`config.mk`:
```
export PLATFORM = sky130hd
export DESIGN_NAME = mem_stage_transpose_pp
export DESIGN_NICKNAME = d
export VERILOG_FILES = /design/src/rtl/mem_stage_transpose_pp_pkg.sv /design/src/rtl/mem_stage_transpose_pp_lane_rotate.sv /design/src/rtl/mem_stage_transpose_pp.sv
export SDC_FILE = /design/constraint.sdc
export NUM_CORES = 1
export LEC_CHECK = 0
export CAP_MARGIN = 40
export CORE_ASPECT_RATIO = 1.5
export CORE_UTILIZATION = 30
export CTS_BUF_LIST = sky130_fd_sc_hd__clkbuf_16
export CTS_CLUSTER_DIAMETER = 80
export DETAILED_ROUTE_END_ITERATION = 8
export PLACE_DENSITY_LB_ADDON = 0.08
export SLEW_MARGIN = 0
export SYNTH_ARGS = -nofsm -noshare
export SYNTH_HDL_FRONTEND = slang
export SYNTH_SLANG_ARGS = --single-unit
```
`constraint.sdc`:
```
create_clock -name clk -period 8.1 [get_ports clk]
set_input_delay 1.62 -clock clk [delete_from_list [all_inputs] [get_ports clk]]
set_output_delay 1.62 -clock clk [all_outputs]
set_load 0.03 [all_outputs]
```
`src/rtl/mem_stage_transpose_pp_pkg.sv`:
```
`default_nettype none
// ============================================================================
//  Module   : mem_stage_transpose_pp_pkg
//  Purpose  : Shared definitions for the streaming transpose/pass-through
//             stage: block mode encodings and the per-phase control states.
//  Revision : 1.0  initial release
// ============================================================================
package mem_stage_transpose_pp_pkg;

    localparam logic c_MODE_PASS      = 1'b0;
    localparam logic c_MODE_TRANSPOSE = 1'b1;

    // Write and read phases each run a two-state controller.
    typedef enum logic {
        PH_IDLE   = 1'b0,
        PH_ACTIVE = 1'b1
    } phase_t;

endpackage : mem_stage_transpose_pp_pkg
`default_nettype wire

```
`src/rtl/mem_stage_transpose_pp_lane_rotate.sv`:
```
`default_nettype none
// ============================================================================
//  Module   : mem_stage_transpose_pp_lane_rotate
//  Purpose  : Combinational P-lane barrel rotator built from LOG_P stages.
//             Output lane k = input lane (k + i_amt) mod P.
//  Ports    : i_amt  - rotation amount (LOG_P bits)
//             i_data - P lanes of DATA_WIDTH bits, lane k at [k*DATA_WIDTH +:]
//             o_data - rotated lanes, same packing
//  Revision : 1.0  initial release
// ============================================================================
module mem_stage_transpose_pp_lane_rotate #(
    parameter int DATA_WIDTH = 8,
    parameter int P          = 4,
    parameter int LOG_P      = 2
) (
    input  logic [LOG_P-1:0]        i_amt,
    input  logic [P*DATA_WIDTH-1:0] i_data,
    output logic [P*DATA_WIDTH-1:0] o_data
);

    logic [LOG_P:0][P*DATA_WIDTH-1:0] w_stage;

    assign w_stage[0] = i_data;

    // Stage s rotates by 2^s when bit s of the amount is set; the stages
    // compose to a rotation by the full amount.
    for (genvar s = 0; s < LOG_P; s++) begin : g_stage
        for (genvar k = 0; k < P; k++) begin : g_lane
            assign w_stage[s+1][k*DATA_WIDTH +: DATA_WIDTH] =
                i_amt[s] ? w_stage[s][((k + (1 << s)) % P)*DATA_WIDTH +: DATA_WIDTH]
                         : w_stage[s][k*DATA_WIDTH +: DATA_WIDTH];
        end
    end

    assign o_data = w_stage[LOG_P];

endmodule : mem_stage_transpose_pp_lane_rotate
`default_nettype wire

```
`src/rtl/mem_stage_transpose_pp.sv`:
```
`default_nettype none
// ============================================================================
//  Module   : mem_stage_transpose_pp
//  Purpose  : Streaming P x P block permutation stage. Mode 1 transposes each
//             block, mode 0 passes beats through. Ping-pong pages with
//             diagonal bank skew keep every bank to one write and one read
//             per cycle, so back-to-back blocks stream without bubbles.
//  Ports    : clk       - clock
//             rst       - synchronous active-low reset
//             in_start  - first beat of a block (P contiguous beats)
//             in_mode   - 1 transpose / 0 pass, sampled with in_start
//             in_data   - P lanes, lane k at [k*DATA_WIDTH +: DATA_WIDTH]
//             out_data  - registered output beat, same packing
//             out_start - first output beat of a block
//             out_valid - P output beats per block
//             busy      - any phase or pipeline stage occupied
//             err       - sticky: in_start seen mid-block
//  Revision : 1.0  initial release
// ============================================================================
module mem_stage_transpose_pp
    import mem_stage_transpose_pp_pkg::*;
#(
    parameter int DATA_WIDTH = 8,
    parameter int P          = 4,
    parameter int LOG_P      = 2
) (
    input  logic                    clk,
    input  logic                    rst,
    input  logic                    in_start,
    input  logic                    in_mode,
    input  logic [P*DATA_WIDTH-1:0] in_data,
    output logic [P*DATA_WIDTH-1:0] out_data,
    output logic                    out_start,
    output logic                    out_valid,
    output logic                    busy,
    output logic                    err
);

    localparam int               c_W    = P * DATA_WIDTH;
    localparam logic [LOG_P-1:0] c_LAST = LOG_P'(P - 1);

    // Write phase
    phase_t           r_wr_state;
    logic [LOG_P-1:0] r_wr_cnt;
    logic             r_wp;
    logic             r_wr_mode;
    // Read phase plus one pending block
    phase_t           r_rd_state;
    logic [LOG_P-1:0] r_rd_cnt;
    logic             r_rp;
    logic             r_rd_mode;
    logic             r_pend_valid;
    logic             r_pend_page;
    logic             r_pend_mode;
    // Pipeline: RAM output stage, then output register
    logic             r_q_valid;
    logic             r_q_start;
    logic [LOG_P-1:0] r_q_rot;
    logic [c_W-1:0]   r_out_data;
    logic             r_out_start;
    logic             r_out_valid;
    logic             r_err;

    logic             w_wr_active;
    logic             w_wr_en;
    logic [LOG_P-1:0] w_wr_t;
    logic             w_arm;
    logic             w_rd_active;
    logic [c_W-1:0]   w_wr_rot;
    logic [c_W-1:0]   w_q;
    logic [c_W-1:0]   w_rd_rot;

    assign w_wr_active = (r_wr_state == PH_ACTIVE);
    // The start beat is written in the same cycle it arrives, as beat 0.
    assign w_wr_en     = w_wr_active | in_start;
    assign w_wr_t      = w_wr_active ? r_wr_cnt : '0;
    assign w_arm       = w_wr_active && (r_wr_cnt == c_LAST);
    assign w_rd_active = (r_rd_state == PH_ACTIVE);

    // Lane c lands in bank (c+t): bank b takes lane (b-t), i.e. rotate by -t.
    mem_stage_transpose_pp_lane_rotate #(
        .DATA_WIDTH (DATA_WIDTH),
        .P          (P),
        .LOG_P      (LOG_P)
    ) u_wr_rot (
        .i_amt  (LOG_P'(0) - w_wr_t),
        .i_data (in_data),
        .o_data (w_wr_rot)
    );

    // Banks: each holds two pages of P words.
    for (genvar b = 0; b < P; b++) begin : g_bank
        logic [DATA_WIDTH-1:0] r_mem [2*P];
        logic [DATA_WIDTH-1:0] r_q_b;
        logic [LOG_P:0]        w_rd_addr;

        // Transpose walks the diagonal so that bank (r+k) yields beat k;
        // pass-through reads the same beat from every bank.
        assign w_rd_addr = (r_rd_mode == c_MODE_TRANSPOSE)
                         ? {r_rp, LOG_P'(b) - r_rd_cnt}
                         : {r_rp, r_rd_cnt};

        always_ff @(posedge clk) begin
            if (w_wr_en) begin
                r_mem[{r_wp, w_wr_t}] <= w_wr_rot[b*DATA_WIDTH +: DATA_WIDTH];
            end
            r_q_b <= r_mem[w_rd_addr];
        end

        assign w_q[b*DATA_WIDTH +: DATA_WIDTH] = r_q_b;
    end

    // Read rotator by r undoes the skew: out lane k = bank (k+r).
    mem_stage_transpose_pp_lane_rotate #(
        .DATA_WIDTH (DATA_WIDTH),
        .P          (P),
        .LOG_P      (LOG_P)
    ) u_rd_rot (
        .i_amt  (r_q_rot),
        .i_data (w_q),
        .o_data (w_rd_rot)
    );

    // Write phase controller
    always_ff @(posedge clk) begin
        if (!rst) begin
            r_wr_state <= PH_IDLE;
            r_wr_cnt   <= '0;
            r_wp       <= 1'b0;
            r_wr_mode  <= c_MODE_PASS;
            r_err      <= 1'b0;
        end else begin
            case (r_wr_state)
                PH_IDLE: begin
                    if (in_start) begin
                        r_wr_state <= PH_ACTIVE;
                        r_wr_cnt   <= LOG_P'(1);
                        r_wr_mode  <= in_mode;
                    end
                end
                default: begin
                    if (in_start) begin
                        r_err <= 1'b1;
                    end
                    r_wr_cnt <= r_wr_cnt + LOG_P'(1);
                    if (r_wr_cnt == c_LAST) begin
                        r_wr_state <= PH_IDLE;
                        r_wp       <= ~r_wp;
                    end
                end
            endcase
        end
    end

    // Read phase controller; a block armed while a read is mid-way waits in
    // the pending register and starts as soon as the current read ends.
    always_ff @(posedge clk) begin
        if (!rst) begin
            r_rd_state   <= PH_IDLE;
            r_rd_cnt     <= '0;
            r_rp         <= 1'b0;
            r_rd_mode    <= c_MODE_PASS;
            r_pend_valid <= 1'b0;
            r_pend_page  <= 1'b0;
            r_pend_mode  <= c_MODE_PASS;
        end else begin
            case (r_rd_state)
                PH_IDLE: begin
                    if (w_arm) begin
                        r_rd_state <= PH_ACTIVE;
                        r_rd_cnt   <= '0;
                        r_rp       <= r_wp;
                        r_rd_mode  <= r_wr_mode;
                    end
                end
                default: begin
                    r_rd_cnt <= r_rd_cnt + LOG_P'(1);
                    if (r_rd_cnt == c_LAST) begin
                        if (r_pend_valid) begin
                            r_rp         <= r_pend_page;
                            r_rd_mode    <= r_pend_mode;
                            r_pend_valid <= w_arm;
                            r_pend_page  <= r_wp;
                            r_pend_mode  <= r_wr_mode;
                        end else if (w_arm) begin
                            r_rp      <= r_wp;
                            r_rd_mode <= r_wr_mode;
                        end else begin
                            r_rd_state <= PH_IDLE;
                        end
                    end else if (w_arm) begin
                        r_pend_valid <= 1'b1;
                        r_pend_page  <= r_wp;
                        r_pend_mode  <= r_wr_mode;
                    end
                end
            endcase
        end
    end

    // Output pipeline: RAM register, then rotated data register.
    always_ff @(posedge clk) begin
        if (!rst) begin
            r_q_valid   <= 1'b0;
            r_q_start   <= 1'b0;
            r_q_rot     <= '0;
            r_out_valid <= 1'b0;
            r_out_start <= 1'b0;
            r_out_data  <= '0;
        end else begin
            r_q_valid   <= w_rd_active;
            r_q_start   <= w_rd_active && (r_rd_cnt == '0);
            r_q_rot     <= r_rd_cnt;
            r_out_valid <= r_q_valid;
            r_out_start <= r_q_start;
            if (r_q_valid) begin
                r_out_data <= w_rd_rot;
            end
        end
    end

    assign out_data  = r_out_data;
    assign out_start = r_out_start;
    assign out_valid = r_out_valid;
    assign err       = r_err;
    assign busy      = w_wr_active | w_rd_active | r_pend_valid | r_q_valid;

endmodule : mem_stage_transpose_pp
`default_nettype wire

```
# [Yosys cells after proc, flatten, opt, wreduce, memory -nomap -nowiden]
# Memories as Yosys holds them, arrays and structs flattened. A register that Yosys moved wholly into a read port is not among the register bits.
# Cells that the tools add are included.
[totals] n_memories=4 output_inout_bits=36 word_cells=101 ff_bits=52 mem_bits_rw=256 input_bits=36
[classes] bitwise=6 add_sub_neg=7 n_mux=51 n_eq_ne=4 n_reduce_logical=11
[memory_table] name="g_bank[0].r_mem" words=8 word_bits=8 read_ports=1 rd_ports_with_merged_regs=1 write_ports=1 line="mem_stage_transpose_pp.sv:93" rtl="logic [DATA_WIDTH-1:0] r_mem [2*P];"
[memory_table] name="g_bank[1].r_mem" words=8 word_bits=8 read_ports=1 rd_ports_with_merged_regs=1 write_ports=1 line="mem_stage_transpose_pp.sv:93"
[memory_table] name="g_bank[2].r_mem" words=8 word_bits=8 read_ports=1 rd_ports_with_merged_regs=1 write_ports=1 line="mem_stage_transpose_pp.sv:93"
[memory_table] name="g_bank[3].r_mem" words=8 word_bits=8 read_ports=1 rd_ports_with_merged_regs=1 write_ports=1 line="mem_stage_transpose_pp.sv:93"
[op_table] operator="$mux 8" count=16
[op_table] operator="$mux 1" count=26
[op_table] operator="$mux 2" count=9
[op_table] operator="$reduce_and 2->1" count=4
[op_table] operator="$reduce_bool 2->1" count=3
[op_table] operator="$sub 1x2->2 const A" count=3
[op_table] operator="$add 2x1->2 const B" count=2
[op_table] operator="$eq 2x2->1 const B" count=2
[op_table] operator="$or 1x1->1" count=4
[op_table] operator="$sub 2x2->2 const A" count=2
[op_table] operator="$reduce_and 3->1" count=1
[op_table] operator="$logic_and 1x1->1" count=2
[op_table] operator="$logic_not 2->1" count=1
[op_table] operator="$ne 2x1->1 const B" count=1
[op_table] operator="$ne 2x2->1 const B" count=1
[op_table] operator="$not 1->1" count=2

# [Depth between registers and ports, before layout]
[depth] depth_word=6 mapped_depth=10

# [Hierarchy]
# A second synthesis with hierarchy kept.
[unflattened] cells_unflattened=813 hier_area_um2=14647.8
[by_module_without_submodules] mod="mem_stage_transpose_pp" seq_area_each_um2=9369.0 instances=1 cells_per_inst=733 area_per_inst_um2=12998.7
[by_module_without_submodules] mod="mem_stage_transpose_pp_lane_rotate" seq_area_each_um2=0.0 instances=2 cells_per_inst=40 area_per_inst_um2=824.5

# [Least setup slack after synthesis]
# Ideal clock, no wire load.
[synth_path] path_type="reg-to-reg" from="register r_wr_state" to="memory g_bank[0].r_mem[5][0], enable pin" path_buffers=3 arrival_time_ns=3.511 setup_ns=0.468 t_required_ns=7.632 slack_ns=4.122 stages_incl_launch_ff=6 period_less_slack_ns=3.978 cell_sequence="dfxtp_1 > clkbuf_1 > nand2_2 > buf_2 > buf_2 > nor3b_1"
[synth_via] elab_chain_len=3 word_cells_on_any_way=4 cone_classes="3 x mux; 1 x bitwise"
[synth_lines] element="start: declaration" line="mem_stage_transpose_pp.sv:43" rtl="phase_t r_wr_state;"
[synth_lines] element="start signal: assignment" line="mem_stage_transpose_pp.sv:127" rtl="r_wr_state <= PH_IDLE;"
[synth_lines] element="start signal: assignment" line="mem_stage_transpose_pp.sv:136" rtl="r_wr_state <= PH_ACTIVE;"
[synth_lines] element="start signal: assignment" line="mem_stage_transpose_pp.sv:147" rtl="r_wr_state <= PH_IDLE;"
[synth_lines] element="$or 1x1->1" line="mem_stage_transpose_pp.sv:75" rtl="assign w_wr_en = w_wr_active | in_start;"
[synth_lines] element="$mux 1" line="mem_stage_transpose_pp.sv:104" rtl="if (w_wr_en) begin"
[synth_lines] element="$mux 1 (not written as such)" line="mem_stage_transpose_pp.sv:105" rtl="r_mem[{r_wp, w_wr_t}] <= w_wr_rot[b*DATA_WIDTH +: DATA_WIDTH];"
[synth_lines] element="end: declaration" line="mem_stage_transpose_pp.sv:93"
# Parallel ways exist; a longest one is shown, timed or not.

# [Worst setup path in the final report]
[layout_path] from="register r_wr_state" to="output port busy"
[layout_via] elab_chain_len=3
[layout_lines] element="$or 1x1->1 (3 in series)" line="mem_stage_transpose_pp.sv:226" rtl="assign busy = w_wr_active | w_rd_active | r_pend_valid | r_q_valid;"
[layout_lines] element="end: declaration" line="mem_stage_transpose_pp.sv:35" rtl="output logic busy,"
# No other way between the ends.

==> out/metrics.yaml <==
status: "finished clean"
gp_congestion: 0.707
detail-route-antenna-nets: 0
wl_per_cell_um: 23.2
ctsResizeCount: 0
die_x_um: 181
hold_viol: 0
arrival_ns: 2.14
synth_top_area_cell: "edfxtp_1"
place_inst: 1469
min_from: "r_q_start"
synthTopCellsByArea: "edfxtp_1 53%, mux4_2 16%, dfxtp_1 12%"
clock_latency_ns: 0.54
num_vias: 7753
drive_gt1_share_pct: 22.4
fin_skew_ns: 0.0170
crit_chain: "or4_1 > clkdlybuf4s50_1"
max_freq_mhz: 266
finalSetupTns_ns: 0
die_h_um: 271
grt_pass1_wl_mm: 54.0
ir_drop_mv: 0.107
cp_slowest_cell: "clkdlybuf4s50_1"
cts_hold_buf: 0
end_kind: "output pin"
initial_core_util_pct: 30.3
yosysUniqueCellTypes: 37
avgViaCountPerCell: 5.06
wirelength_mm: 35.5
cts_buffer_depth: 3
hpwl_mm: 23.2
antenna_found_initial: 0
cp_max_fo: 14
maxCapViolations: 0
fin_nets: 945
antennaDiodeCount: 0
async_reset_ff_share_pct: 0
r2r_start: "r_rd_cnt[1]"
seq_area_frac_synth_pct: 64.7
leakagePower_nw: 5.64
critPathLaunchType: "flop"
slowest_delay_ns: 0.61
drv_slew: 0
required_ns: 6.48
hp-class: "reg -> reg"
core_area_um2: 47700
period_minus_slack_ns: 3.76
numCtsBuffers: 35
holdPathEnd: "out_start"
power_density_nw_per_um2: 222
drc: 0
fin_crit_sh_pct: 46.4
grt_overflow: 0
ys_warn_count: 0
post-synth-top-count-cell: "edfxtp_1"
synth-edff-count: 256
rsz0062_at_grt: "no"
grt_pass1_vias: 8301
postCtsSetupBuffers: 0
yosys-top-cells-count: "256 x edfxtp_1, 102 x mux4_2, 84 x dfxtp_1, 68 x mux2i_1, 42 x nor2b_1"
track_usage_pct: 15.0
critPathBufInv: 1
finalSetupViolCount: 0
cts_tree: "built"
fin_total_pwr_w: 0.00379
hold_ws_ns: 0.464
r2r_slack_ns: 4.68
cts_num_sinks: 340
slew_headroom_pct: 39.6
r2r_end: "g_bank[2].r_q_b[0]"
synth_nets: 866
synth_flop_cell: "edfxtp_1"
clk_pin_slew_ns: 0.06
tightest_slew_ns: 0.904
cp_top_family: "buffers and inverters"
hold_depth: 1
drtIter0Drc: 432
portBuffers: 71
grt_max_degree: 55
firstDrtPassIters: 4
final_cells: 1532
synth_cells: 827
cts-root-buf: "clkbuf_16"
syn_area_um2: 14500
nFillCells: 4392
rows: 98
ff2ff_path_depth: 8
crit_type: "reg -> out"
dieArea_um2: 49100
syn2layout_area_growth_pct: 18.3
num_io_pins: 72
syn_area_per_cell_um2: 17.5
utilization_pct: 35.9
htree_levels: 2
ys_ff_latch: 340
synth.top_cell.area_share_pct: 53.1
cells in the final DEF (no fill, tap or decap), types with 16 or more instances in the layout:
| cell type | synthesis | layout |
|---|---|---|
| dfxtp_1 | 84 | 80 |
| clkdlybuf4s50_1 | 0 | 71 |
| clkbuf_16 | 0 | 36 |
| buf_4 | 3 | 24 |
| nand2_1 | 41 | 40 |
| nor2b_1 | 42 | 41 |
| a211oi_1 | 32 | 32 |
| a22oi_1 | 16 | 16 |
| and3_1 | 33 | 33 |
| mux2i_1 | 68 | 68 |
| edfxtp_1 | 256 | 256 |
| mux4_2 | 102 | 102 |
routing by layer:
layer	vias to the layer above	share of wire, %	track usage, %
li1	3485	-	-
met1	4057	40	16.9
met2	163	54	28.3
met3	48	3.6	2.54
met4	0	2.5	4.91
met5	-	0	0
logic make-up after synthesis:
logic type      synth area share, %
compound gates                 3.23
xor+xnor                      0.311
fa+ha+maj                     0.259
buf+inv                        2.08
flops                          64.7
mux                            23.0
simple gates                   6.35
cell type report:
class	count	area, µm²	area share (%)
flip-flops and latches	340	9370	54.8
multi-input cells	424	4840	28.3
repair buffers	101	1030	6.04
clock buffers	36	901	5.26
well taps	600	751	4.39
clock inverters	27	208	1.21
inverters	4	15.0	0.0877
worst register-to-register path, stage by stage (launching register included):
cell and delay (ns):
dfxtp_2 0.31, buf_4 0.62, inv_1 0.11, ha_1 0.38, nand2_1 0.70, nand2_1 0.48, buf_16 0.30, a211oi_1 0.32
nor4_1 0.09
power breakdown:
part | switching (W) | total [W] | internal [W] | leakage [nW]
Sequential | 0.0000401 | 0.00200 | 0.00196 | 3.02
Combinational | 0.000133 | 0.000247 | 0.000114 | 2.06
Clock | 0.000672 | 0.00155 | 0.000879 | 0.563
how the worst max path moves through the flow:
| stage | from | to | slack, ns | cells after the start |
|---|---|---|---|---|
| global placement | r_rd_cnt[1] | g_bank[2].r_q_b[0] | 4.54 | 7 |
| finish | r_wr_state | busy | 4.34 | 2 |
| global route | r_wr_state | busy | 4.27 | 2 |
| CTS | r_wr_state | busy | 4.32 | 2 |
| floorplan | r_wr_state | g_bank[0].r_mem[5][0] | 4.12 | 5 |
| detailed placement | in_start | g_bank[3].r_mem[0][4] | 4.55 | 5 |
per-stage QoR:
stage | setup WS, ns | cell area, µm²
after floorplan | 4.12 | 14500
after CTS | 4.32 | 17100
after global routing | 4.27 | 17100
after global placement | 4.54 | 15800
after detailed placement | 4.55 | 16000
final | 4.34 | 17100
state kept, by name, summed over array words and instances (netlist names), 2 cells and up:
register / cells
g_bank.r_q_b: 32
r_rd_cnt: 2
r_q_rot: 2
g_bank.r_mem: 256
r_wr_cnt: 2
out_data: 32
Power figures use the tool's default switching activity.
